`config.mk`:
```
export PLATFORM = sky130hd
export DESIGN_NAME = serial_add_wcarry_nbits
export DESIGN_NICKNAME = d
export VERILOG_FILES = /design/src/rtl/serial_add_wcarry_nbits.sv
export SDC_FILE = /design/constraint.sdc
export NUM_CORES = 1
export LEC_CHECK = 0
export BUFFER_PORTS_ARGS = -buffer_cell sky130_fd_sc_hd__buf_2
export CAP_MARGIN = 40
export CELL_PAD_IN_SITES_DETAIL_PLACEMENT = 1
export CELL_PAD_IN_SITES_GLOBAL_PLACEMENT = 1
export CORE_MARGIN = 3
export CORE_UTILIZATION = 38
export CTS_CLUSTER_DIAMETER = 80
export DETAILED_ROUTE_END_ITERATION = 12
export PLACE_DENSITY = 0.74
export SLEW_MARGIN = 10
export SYNTH_ARGS = -nofsm -noshare
export SYNTH_HDL_FRONTEND = slang
export SYNTH_SLANG_ARGS = --single-unit
export TNS_END_PERCENT = 100
```
`constraint.sdc`:
```
create_clock -name clk_i -period 1.5 [get_ports clk_i]
set_clock_uncertainty 0.2 [all_clocks]
set_input_delay 0.075 -clock clk_i [delete_from_list [all_inputs] [get_ports clk_i]]
set_output_delay 0.075 -clock clk_i [all_outputs]
set_load 0.1 [all_outputs]
```
`src/rtl/serial_add_wcarry_nbits.sv`:
```
// Bit-serial adder: one full-adder cell and a carry flop add two latched
// operands LSB first, then post sum, carry-out and signed overflow.
module serial_add_wcarry_nbits #(
    parameter int width = 8
) (
    input  logic             clk_i,
    input  logic             rst_i,
    input  logic             start_i,
    input  logic [width-1:0] a_i,
    input  logic [width-1:0] b_i,
    input  logic             cin_i,
    output logic             busy_o,
    output logic             done_o,
    output logic [width-1:0] s_o,
    output logic             cout_o,
    output logic             ovf_o
);

    localparam int CW = (width > 2) ? $clog2(width) : 1;
    localparam logic [CW-1:0] CNT_ZERO = {CW{1'b0}};
    localparam logic [CW-1:0] CNT_ONE  = CW'(1'b1);
    localparam logic [CW-1:0] CNT_LAST = CW'(width - 1);

    typedef enum logic [1:0] {
        IDLE = 2'd0,
        RUN  = 2'd1,
        DONE = 2'd2
    } state_t;

    function automatic logic maj3(input logic x, input logic y, input logic z);
        return (x & y) | (x & z) | (y & z);
    endfunction

    state_t            state_r;
    state_t            state_nx_s;
    logic              accept_s;
    logic [width-1:0]  a_sh_r;
    logic [width-1:0]  b_sh_r;
    logic [width-1:0]  res_r;
    logic              carry_r;
    logic              c_msb_r;
    logic [CW-1:0]     cnt_r;
    logic              sum_bit_s;
    logic              carry_nx_s;

    assign sum_bit_s  = a_sh_r[0] ^ b_sh_r[0] ^ carry_r;
    assign carry_nx_s = maj3(a_sh_r[0], b_sh_r[0], carry_r);

    // FSM state register
    always_ff @(posedge clk_i or posedge rst_i) begin
        if (rst_i) begin
            state_r <= IDLE;
        end else begin
            state_r <= state_nx_s;
        end
    end

    // Next-state logic; a start in DONE is accepted exactly as from IDLE
    always_comb begin
        state_nx_s = state_r;
        accept_s   = 1'b0;
        case (state_r)
            IDLE: begin
                if (start_i) begin
                    state_nx_s = RUN;
                    accept_s   = 1'b1;
                end else begin
                    state_nx_s = IDLE;
                end
            end
            RUN: begin
                if (cnt_r == CNT_LAST) begin
                    state_nx_s = DONE;
                end else begin
                    state_nx_s = RUN;
                end
            end
            DONE: begin
                if (start_i) begin
                    state_nx_s = RUN;
                    accept_s   = 1'b1;
                end else begin
                    state_nx_s = IDLE;
                end
            end
            default: begin
                state_nx_s = IDLE;
                accept_s   = 1'b0;
            end
        endcase
    end

    // Operand shifters, carry flop, bit counter and result accumulator
    always_ff @(posedge clk_i or posedge rst_i) begin
        if (rst_i) begin
            a_sh_r  <= {width{1'b0}};
            b_sh_r  <= {width{1'b0}};
            res_r   <= {width{1'b0}};
            carry_r <= 1'b0;
            c_msb_r <= 1'b0;
            cnt_r   <= CNT_ZERO;
        end else if (accept_s) begin
            a_sh_r  <= a_i;
            b_sh_r  <= b_i;
            carry_r <= cin_i;
            cnt_r   <= CNT_ZERO;
        end else if (state_r == RUN) begin
            a_sh_r  <= {1'b0, a_sh_r[width-1:1]};
            b_sh_r  <= {1'b0, b_sh_r[width-1:1]};
            res_r   <= {sum_bit_s, res_r[width-1:1]};
            carry_r <= carry_nx_s;
            cnt_r   <= cnt_r + CNT_ONE;
            // carry entering the MSB stage, kept for signed overflow
            if (cnt_r == CNT_LAST) begin
                c_msb_r <= carry_r;
            end
        end
    end

    // Registered outputs; results only move when leaving DONE
    always_ff @(posedge clk_i or posedge rst_i) begin
        if (rst_i) begin
            busy_o <= 1'b0;
            done_o <= 1'b0;
            s_o    <= {width{1'b0}};
            cout_o <= 1'b0;
            ovf_o  <= 1'b0;
        end else begin
            busy_o <= (state_nx_s == RUN);
            done_o <= (state_r == DONE);
            if (state_r == DONE) begin
                s_o    <= res_r;
                cout_o <= carry_r;
                ovf_o  <= c_msb_r ^ carry_r;
            end
        end
    end

endmodule

```
==> out/results.md, run 1 <==
| Quantity | Value | Unit |
|:---|:---|:---|
| Count of filler cells inserted in the layout | 513 | - |
| Portion of the post-synthesis area used by sequential elements | 0.5985 | - |
| Die area | 5593 | sq um |
| Top library cells by usage in the layout, fill and taps aside | dfrtp_1, buf_2, nand2_1 | - |
| Setup repair after global routing missed its margin | yes | - |
| Post-synthesis register bit count | 43 | - |
| Warnings, synthesis | 0 | - |
| Initial antenna violation count | 0 | - |
| TritonRoute pass-1 iters | 4 | - |
| Max-Cap Viols | 0 | - |
| Number of max-slew violations in the final report | 0 | - |
| Transition time at the pin with the least slew margin | 554.2 | ps |
| Clock input transition at the sequential cells of the worst setup and hold paths | 70 | ps |
| Sum of overflow across all layers after global routing | 0 | - |
| Row cnt | 24 | - |
| Routability-driven placement congestion ratio | 0.7720 | - |
| Estimated wirelength of the detail-placed design | 2653 | microns |
| Signal arrival time at the worst endpoint | 1480 | ps |
| First-pass GRT wire length | 6900 | microns |
| Most frequent standard cell in the layout excluding fill and tap cells | dfrtp_1 | - |
| Time the final worst path needs with I/O delays and setup | 1508 | ps |
| I/O pin count | 32 | - |
| Crit path capture type | flip-flop | - |
| CTS H-tree lvls | 2 | - |
| Routed wirelength normalized by instance count | 15.52 | microns |
| CTS max path bufs | 2 | - |
| Cell-by-cell listing of the critical path | ha_2 -> ha_4 -> and2_4 -> mux2_4 | - |
| Number of library cell types mapped by synthesis | 22 | - |
| Static Leakage | 1.230 | nW |
| Cells after Synth | 160 | - |
| Run status | finished, violations left | - |
| TritonCTS Sinks | 43 | - |
| Overall routed net length | 4299 | microns |
| Die Ht | 74.79 | microns |
| Net count of the mapped netlist | 183 | - |
| Max_slew headroom | 0.6306 | - |
| Count of placed standard cells including taps | 248 | - |
| Worst Setup Path Type | reg2reg | - |
| Power per cell area | 2220 | nW/um^2 |
| Routed via count | 1378 | - |
| Top Family by Delay on Critical Path | flip-flops | - |
| Setup Viol. Count Final | 1 | - |
| Portion of the clock cycle consumed by the worst path in the final layout | 1.006 | - |
| First DRT Iteration DRCs | 65 | - |
| Final std cells w/o fill | 277 | - |
| Starting utilization of the core area | 0.4018 | - |
| Floorplan core area | 4474 | sq um |
| Worst-path fanout max | 2 | - |
| Avg Synthesized Cell Area | 11.24 | sq um |
| Total placed instance area | 2082 | sq um |
| Diodes inserted | 0 | - |
| Clock tree from TritonCTS | yes | - |
| Post-synthesis to final-layout area growth | 34.79 | % |
| Worst path slowest cell | dfrtp_1 | - |
| Timing-limited maximum frequency | 663.0 | MHz |
| Biggest cell delay along the critical path | 400 | ps |
| Pin count of the biggest net entering global routing | 44 | - |
| Number of buffers created by CTS | 5 | - |
| Fraction of final layout cells sized beyond drive strength 1 | 0.3244 | - |
| Data required time at the worst endpoint | 1470 | ps |
| Placement Setup Slack | -0.1528 | ps |
| Clock tree root buffer cell | clkbuf_8 | - |
| Overall global routing resource usage | 0.1638 | - |
| Residual antenna-violating net count after detailed routing | 0 | - |
| Later-pin clock latency in the skew report | 280 | ps |
| Die width | 74.79 | microns |
| Final hold violations | 0 | - |
| Via count of the first global-routing pass | 1513 | - |
| Post-layout net count | 248 | - |
| Violated checks | negative setup slack | - |
| Setup slack, reg-to-reg | -8 | ps |
| Via/cell ratio | 4.975 | - |
| Buffers & Inverters on Critical Path | 0 | - |
| Synthesized area | 1798 | sq um |
| Path category of the worst min-delay check | in2reg | - |
| Residual DRC | 0 | - |
| Final std cell area, no fill | 2424 | sq um |
| Min setup slack post-route | -8.385 | ps |
| PortBufs | 31 | - |
| IR drop worst, VDD | 0.9089 | mV |
| Worst Setup Start Kind | flip-flop | - |
==> cell usage after synthesis <==
cell type	number	area (sq um)
a211oi_1	3	22.52
dfrtp_1	43	1076
ha_1	2	25.02
xnor2_1	2	17.52
o21ai_0	4	20.02
inv_1	14	52.55
buf_4	2	15.01
a21oi_1	15	75.07
mux2_2	9	101.4
nand2b_1	3	18.77
mux2i_1	3	30.03
and2_4	1	8.760
mux2_4	1	15.01
nor2b_1	5	31.28
a22o_1	5	43.79
nor2_1	1	3.750
nand2_1	26	97.59
o22ai_1	12	75.07
buf_6	1	11.26
a21o_1	1	7.510
buf_2	6	30.03
fa_1	1	20.02
==> layer usage <==
metal,vias to the layer above,track usage,share of wire
met3,6,0.04139,0.037
met5,-,0,0
met2,32,0.3005,0.54
li1,668,-,-
met4,0,0.04348,0.011
met1,672,0.1893,0.41
==> sequential cells by signal (all words and copies together), names as in the netlist, 2 cells and up <==
signal,flops
cnt_r,3
s_o,8
state_r,2
a_sh_r,8
res_r,8
b_sh_r,8
==> per-stage QoR <==
stage | TNS [ps] | power [mW] | hold slack, ps | utilization
3_3_place_gp | 0 | 4.314 | 28.20 | 0.4653
5_1_grt | -41.68 | 5.756 | 73.36 | 0.5417
6_report | -8.385 | 5.381 | 49.90 | 0.5417
2_1_floorplan | 0 | 3.840 | 7.562 | -
4_1_cts | 0 | 5.252 | 41.97 | 0.5291
3_5_place_dp | -0.1528 | 4.445 | 53.04 | 0.4653
==> what timing repair did <==
action                                  in CTS  in global routing
resized for setup                            1                  8
endpoints found under the setup margin       1                 11
hold buffers                                18                  0
hold endpoints to repair                    60                  0
setup buffers                                2                  2
pin swaps                                    0                  1
==> cell type report <==
class	count	area, sq um	share of cell area
Clock buffer	6	82.58	0.03407
Clock inverter	1	5.005	0.002065
Inverter	14	52.55	0.02168
Multi-Input combinational cell	94	646.9	0.2669
Sequential cell	43	1077	0.4445
Tap cell	52	65.06	0.02685
Timing Repair Buffer	67	494.2	0.2039
==> where the power goes <==
| group | total [mW] | internal, mW | switching (mW) | leakage, nW |
|---|---|---|---|---|
| Clock | 0.714 | 0.361 | 0.353 | 0.0470 |
| Combinational | 2.66 | 0.954 | 1.70 | 0.656 |
| Sequential | 2.01 | 1.66 | 0.350 | 0.527 |
==> cells by family after synthesis <==
family | synth area share
AO/OA/AOI/OAI | 0.1357
XOR/XNOR | 0.009744
adder cells (fa/ha/maj) | 0.02505
buffers and inverters | 0.06054
flip-flops | 0.5985
multiplexers | 0.08142
AND/OR/NAND/NOR | 0.08907
==> path summary, 6_finish.rpt <==
path                       cells after the start         end  startpoint
min in group asynchronous                      4      s_o[0]       rst_i
max                                            4     c_msb_r    cnt_r[1]
max in group asynchronous                      4  state_r[0]       rst_i
min                                            4   b_sh_r[1]     start_i
min reg2reg                                    2    res_r[0]    res_r[0]
max reg2reg                                    4     c_msb_r    cnt_r[1]
==> worst register-to-register path, stage by stage (launching register included) <==
cell     delay (ps)
dfrtp_1         400
ha_2            220
ha_4            160
and2_4          140
mux2_4          290
Power figures use the tool's default switching activity.
==> run 2: changes to the inputs <==
--- a/config.mk
+++ b/config.mk
@@ -10,11 +10,10 @@
 export CELL_PAD_IN_SITES_DETAIL_PLACEMENT = 1
 export CELL_PAD_IN_SITES_GLOBAL_PLACEMENT = 1
 export CORE_MARGIN = 3
-export CORE_UTILIZATION = 38
+export CORE_UTILIZATION = 46
 export CTS_CLUSTER_DIAMETER = 80
 export DETAILED_ROUTE_END_ITERATION = 12
-export PLACE_DENSITY = 0.74
-export SLEW_MARGIN = 10
+export PLACE_DENSITY = 0.84
 export SYNTH_ARGS = -nofsm -noshare
 export SYNTH_HDL_FRONTEND = slang
 export SYNTH_SLANG_ARGS = --single-unit
==> constraint.sdc (replaced) <==
create_clock -name clk_i -period 1.9 [get_ports clk_i]
set_clock_uncertainty 0.2 [all_clocks]
set_input_delay 0.095 -clock clk_i [delete_from_list [all_inputs] [get_ports clk_i]]
set_output_delay 0.095 -clock clk_i [all_outputs]
set_load 0.1 [all_outputs]
==> out/results.md, run 2 (synthesized netlist as in run 1, its figures left out) <==
| Quantity | Value | Unit | vs previous |
|:---|:---|:---|:---|
| Worst path slowest cell | nand2b_1 | - |  |
| Routed wirelength normalized by instance count | 16.56 | microns | +6.7% |
| Die area | 4695 | sq um | -16% |
| Worst Setup Path Type | reg2reg | - |  |
| Run status | finished, final reports clean | - |  |
| Path category of the worst min-delay check | in2reg | - |  |
| Max_slew headroom | 0.5880 | - | -0.04253 |
| Routed via count | 1350 | - | -2.0% |
| Die Ht | 68.52 | microns | -8.4% |
| Setup Fix Bufs, Post-CTS | 0 | - | -2 |
| CTS H-tree lvls | 2 | - | unchanged |
| Portion of the clock cycle consumed by the worst path in the final layout | 0.8851 | - | -0.1205 |
| Biggest cell delay along the critical path | 490 | ps | +90 ps |
| Residual antenna-violating net count after detailed routing | 0 | - | unchanged |
| IR drop worst, VDD | 0.6893 | mV | -24% |
| Top library cells by usage in the layout, fill and taps aside | dfrtp_1, buf_2, nand2_1 | - |  |
| Time the final worst path needs with I/O delays and setup | 1682 | ps | +173.4 ps |
| Crit path capture type | flip-flop | - |  |
| Setup Viol. Count Final | 0 | - | -1 |
| Clock tree from TritonCTS | yes | - |  |
| Transition time at the pin with the least slew margin | 618.0 | ps | +63.80 ps |
| Timing-limited maximum frequency | 594.6 | MHz | -10% |
| Post-synthesis to final-layout area growth | 27.07 | % |  |
| Fraction of final layout cells sized beyond drive strength 1 | 0.2593 | - | -0.06519 |
| Die width | 68.52 | microns | -8.4% |
| Initial antenna violation count | 0 | - | unchanged |
| Later-pin clock latency in the skew report | 290 | ps | about the same |
| Power per cell area | 1780 | nW/um^2 | -20% |
| Final hold violations | 0 | - | unchanged |
| Via count of the first global-routing pass | 1433 | - | -5.3% |
| Sum of overflow across all layers after global routing | 0 | - | unchanged |
| Routed wire length on met3 | 141 | microns | -11% |
| PortBufs | 31 | - | unchanged |
| First DRT Iteration DRCs | 52 | - | -20% |
| Floorplan core area | 3716 | sq um | -17% |
| Max-Cap Viols | 0 | - | unchanged |
| Clock input transition at the sequential cells of the worst setup and hold paths | 80 | ps | about the same |
| TritonCTS Sinks | 43 | - | unchanged |
| Diodes inserted | 0 | - | unchanged |
| Data required time at the worst endpoint | 1870 | ps | +400 ps |
| Worst hold start | start_i | - |  |
| Endpoint of the worst hold-timing path | a_sh_r[6] | - |  |
| FF-to-FF Start | state_r[1] | - |  |
| Estimated wirelength of the detail-placed design | 2688 | microns | +1.3% |
| Row cnt | 22 | - | -8.3% |
| Number of buffers created by CTS | 5 | - | unchanged |
| Count of placed standard cells including taps | 237 | - | -4.4% |
| First-pass GRT wire length | 7107 | microns | +3.0% |
| TritonRoute pass-1 iters | 4 | - | unchanged |
| Met2 wire length | 2290 | microns | -1.8% |
| Worst Setup Start Kind | flip-flop | - |  |
| Setup slack, reg-to-reg | 220 | ps | +230 ps |
| Pin count of the biggest net entering global routing | 44 | - | unchanged |
| Post-layout net count | 238 | - | -4.0% |
| Worst-path fanout max | 13 | - | +11 |
| Routability-driven placement congestion ratio | 0.7335 | - | -5.0% |
| Final std cells w/o fill | 264 | - | -4.7% |
| Static Leakage | 1.165 | nW | -5.3% |
| Total Negative Setup Slacks | 0 | ps | +8.385 ps |
| Residual DRC | 0 | - | unchanged |
| Starting utilization of the core area | 0.4838 | - | +0.08199 |
| I/O pin count | 32 | - | unchanged |
| Cell-by-cell listing of the critical path | nand2b_1 -> mux2_2 | - |  |
| Met1 WL | 1889 | microns | +7.4% |
| Setup repair after global routing missed its margin | no | - |  |
| Top Layer Used | met4 | - |  |
| CTS max path bufs | 2 | - | unchanged |
| Via/cell ratio | 5.114 | - | +2.8% |
| Capture point of the worst reg-to-reg path | s_o[1] | - |  |
| Most frequent standard cell in the layout excluding fill and tap cells | dfrtp_1 | - |  |
| Overall global routing resource usage | 0.2092 | - | +0.04539 |
| Overall routed net length | 4373 | microns | +1.7% |
| Hold Path Stages | 3 | - | -1 |
| Number of max-slew violations in the final report | 0 | - | unchanged |
| Worst-case reg-to-reg path depth | 2 | - | -2 |
| Signal arrival time at the worst endpoint | 1650 | ps | +170 ps |
| Clock tree root buffer cell | clkbuf_8 | - |  |
run 2: through the flow:
step / hold WS (ps) / power (mW) / setup slack, ps / util / cell area, sq um
floorplan: 27.56 / 3.027 / 388.6 / - / 1798
detailed placement: 60.82 / 3.449 / 277.9 / 0.5407 / 2009
global placement: 49.28 / 3.327 / 319.9 / 0.5407 / 2009
finish: 18.47 / 4.066 / 218.2 / 0.6148 / 2285
global route: 53.27 / 4.349 / 124.3 / 0.6148 / 2285
CTS: 10.81 / 4.045 / 242.7 / 0.6148 / 2285
run 2: how the worst max path moves through the flow:
stage                           to  depth (start not counted)       start
final                       s_o[1]                          2  state_r[1]
after floorplan            c_msb_r                          5  state_r[1]
after CTS                   s_o[1]                          2  state_r[1]
after global routing      res_r[1]                          5  state_r[0]
after global placement      s_o[6]                          2  state_r[1]
after detailed placement    s_o[1]                          2  state_r[1]
run 2: cell type report:
cell class | instances | area, sq um
multi-input combinational | 94 | 613.1
clock inverter | 2 | 12.51
timing repair buffer | 57 | 397.9
tap | 48 | 60.06
fill | 412 | 1431
clock buffer | 6 | 72.57
inverter | 14 | 52.55
sequential | 43 | 1076
run 2: power breakdown:
part / leakage, nW / internal (mW) / total, mW / switching [mW]
Combinational: 0.596 / 0.606 / 1.92 / 1.32
Sequential: 0.528 / 1.31 / 1.58 / 0.275
Clock: 0.0412 / 0.257 / 0.559 / 0.302
Total: 1.16 / 2.17 / 4.07 / 1.90
run 2: worst max-delay path: cells and delay by family (launching register included):
family        cells  cell delay, ps
flops             1             460
mux               1             410
simple gates      1             490
run 2: routing by layer:
| metal | vias up | GRT usage |
|---|---|---|
| met5 | - | 0 |
| met4 | 0 | 0.05211 |
| met3 | 6 | 0.04538 |
| met2 | 30 | 0.3659 |
| met1 | 667 | 0.2617 |
| li1 | 647 | - |
run 2: timing repair:
action,4_1_cts,5_1_grt
gates resized for setup,0,0
hold buffers,19,0
hold endpoints to repair,60,0
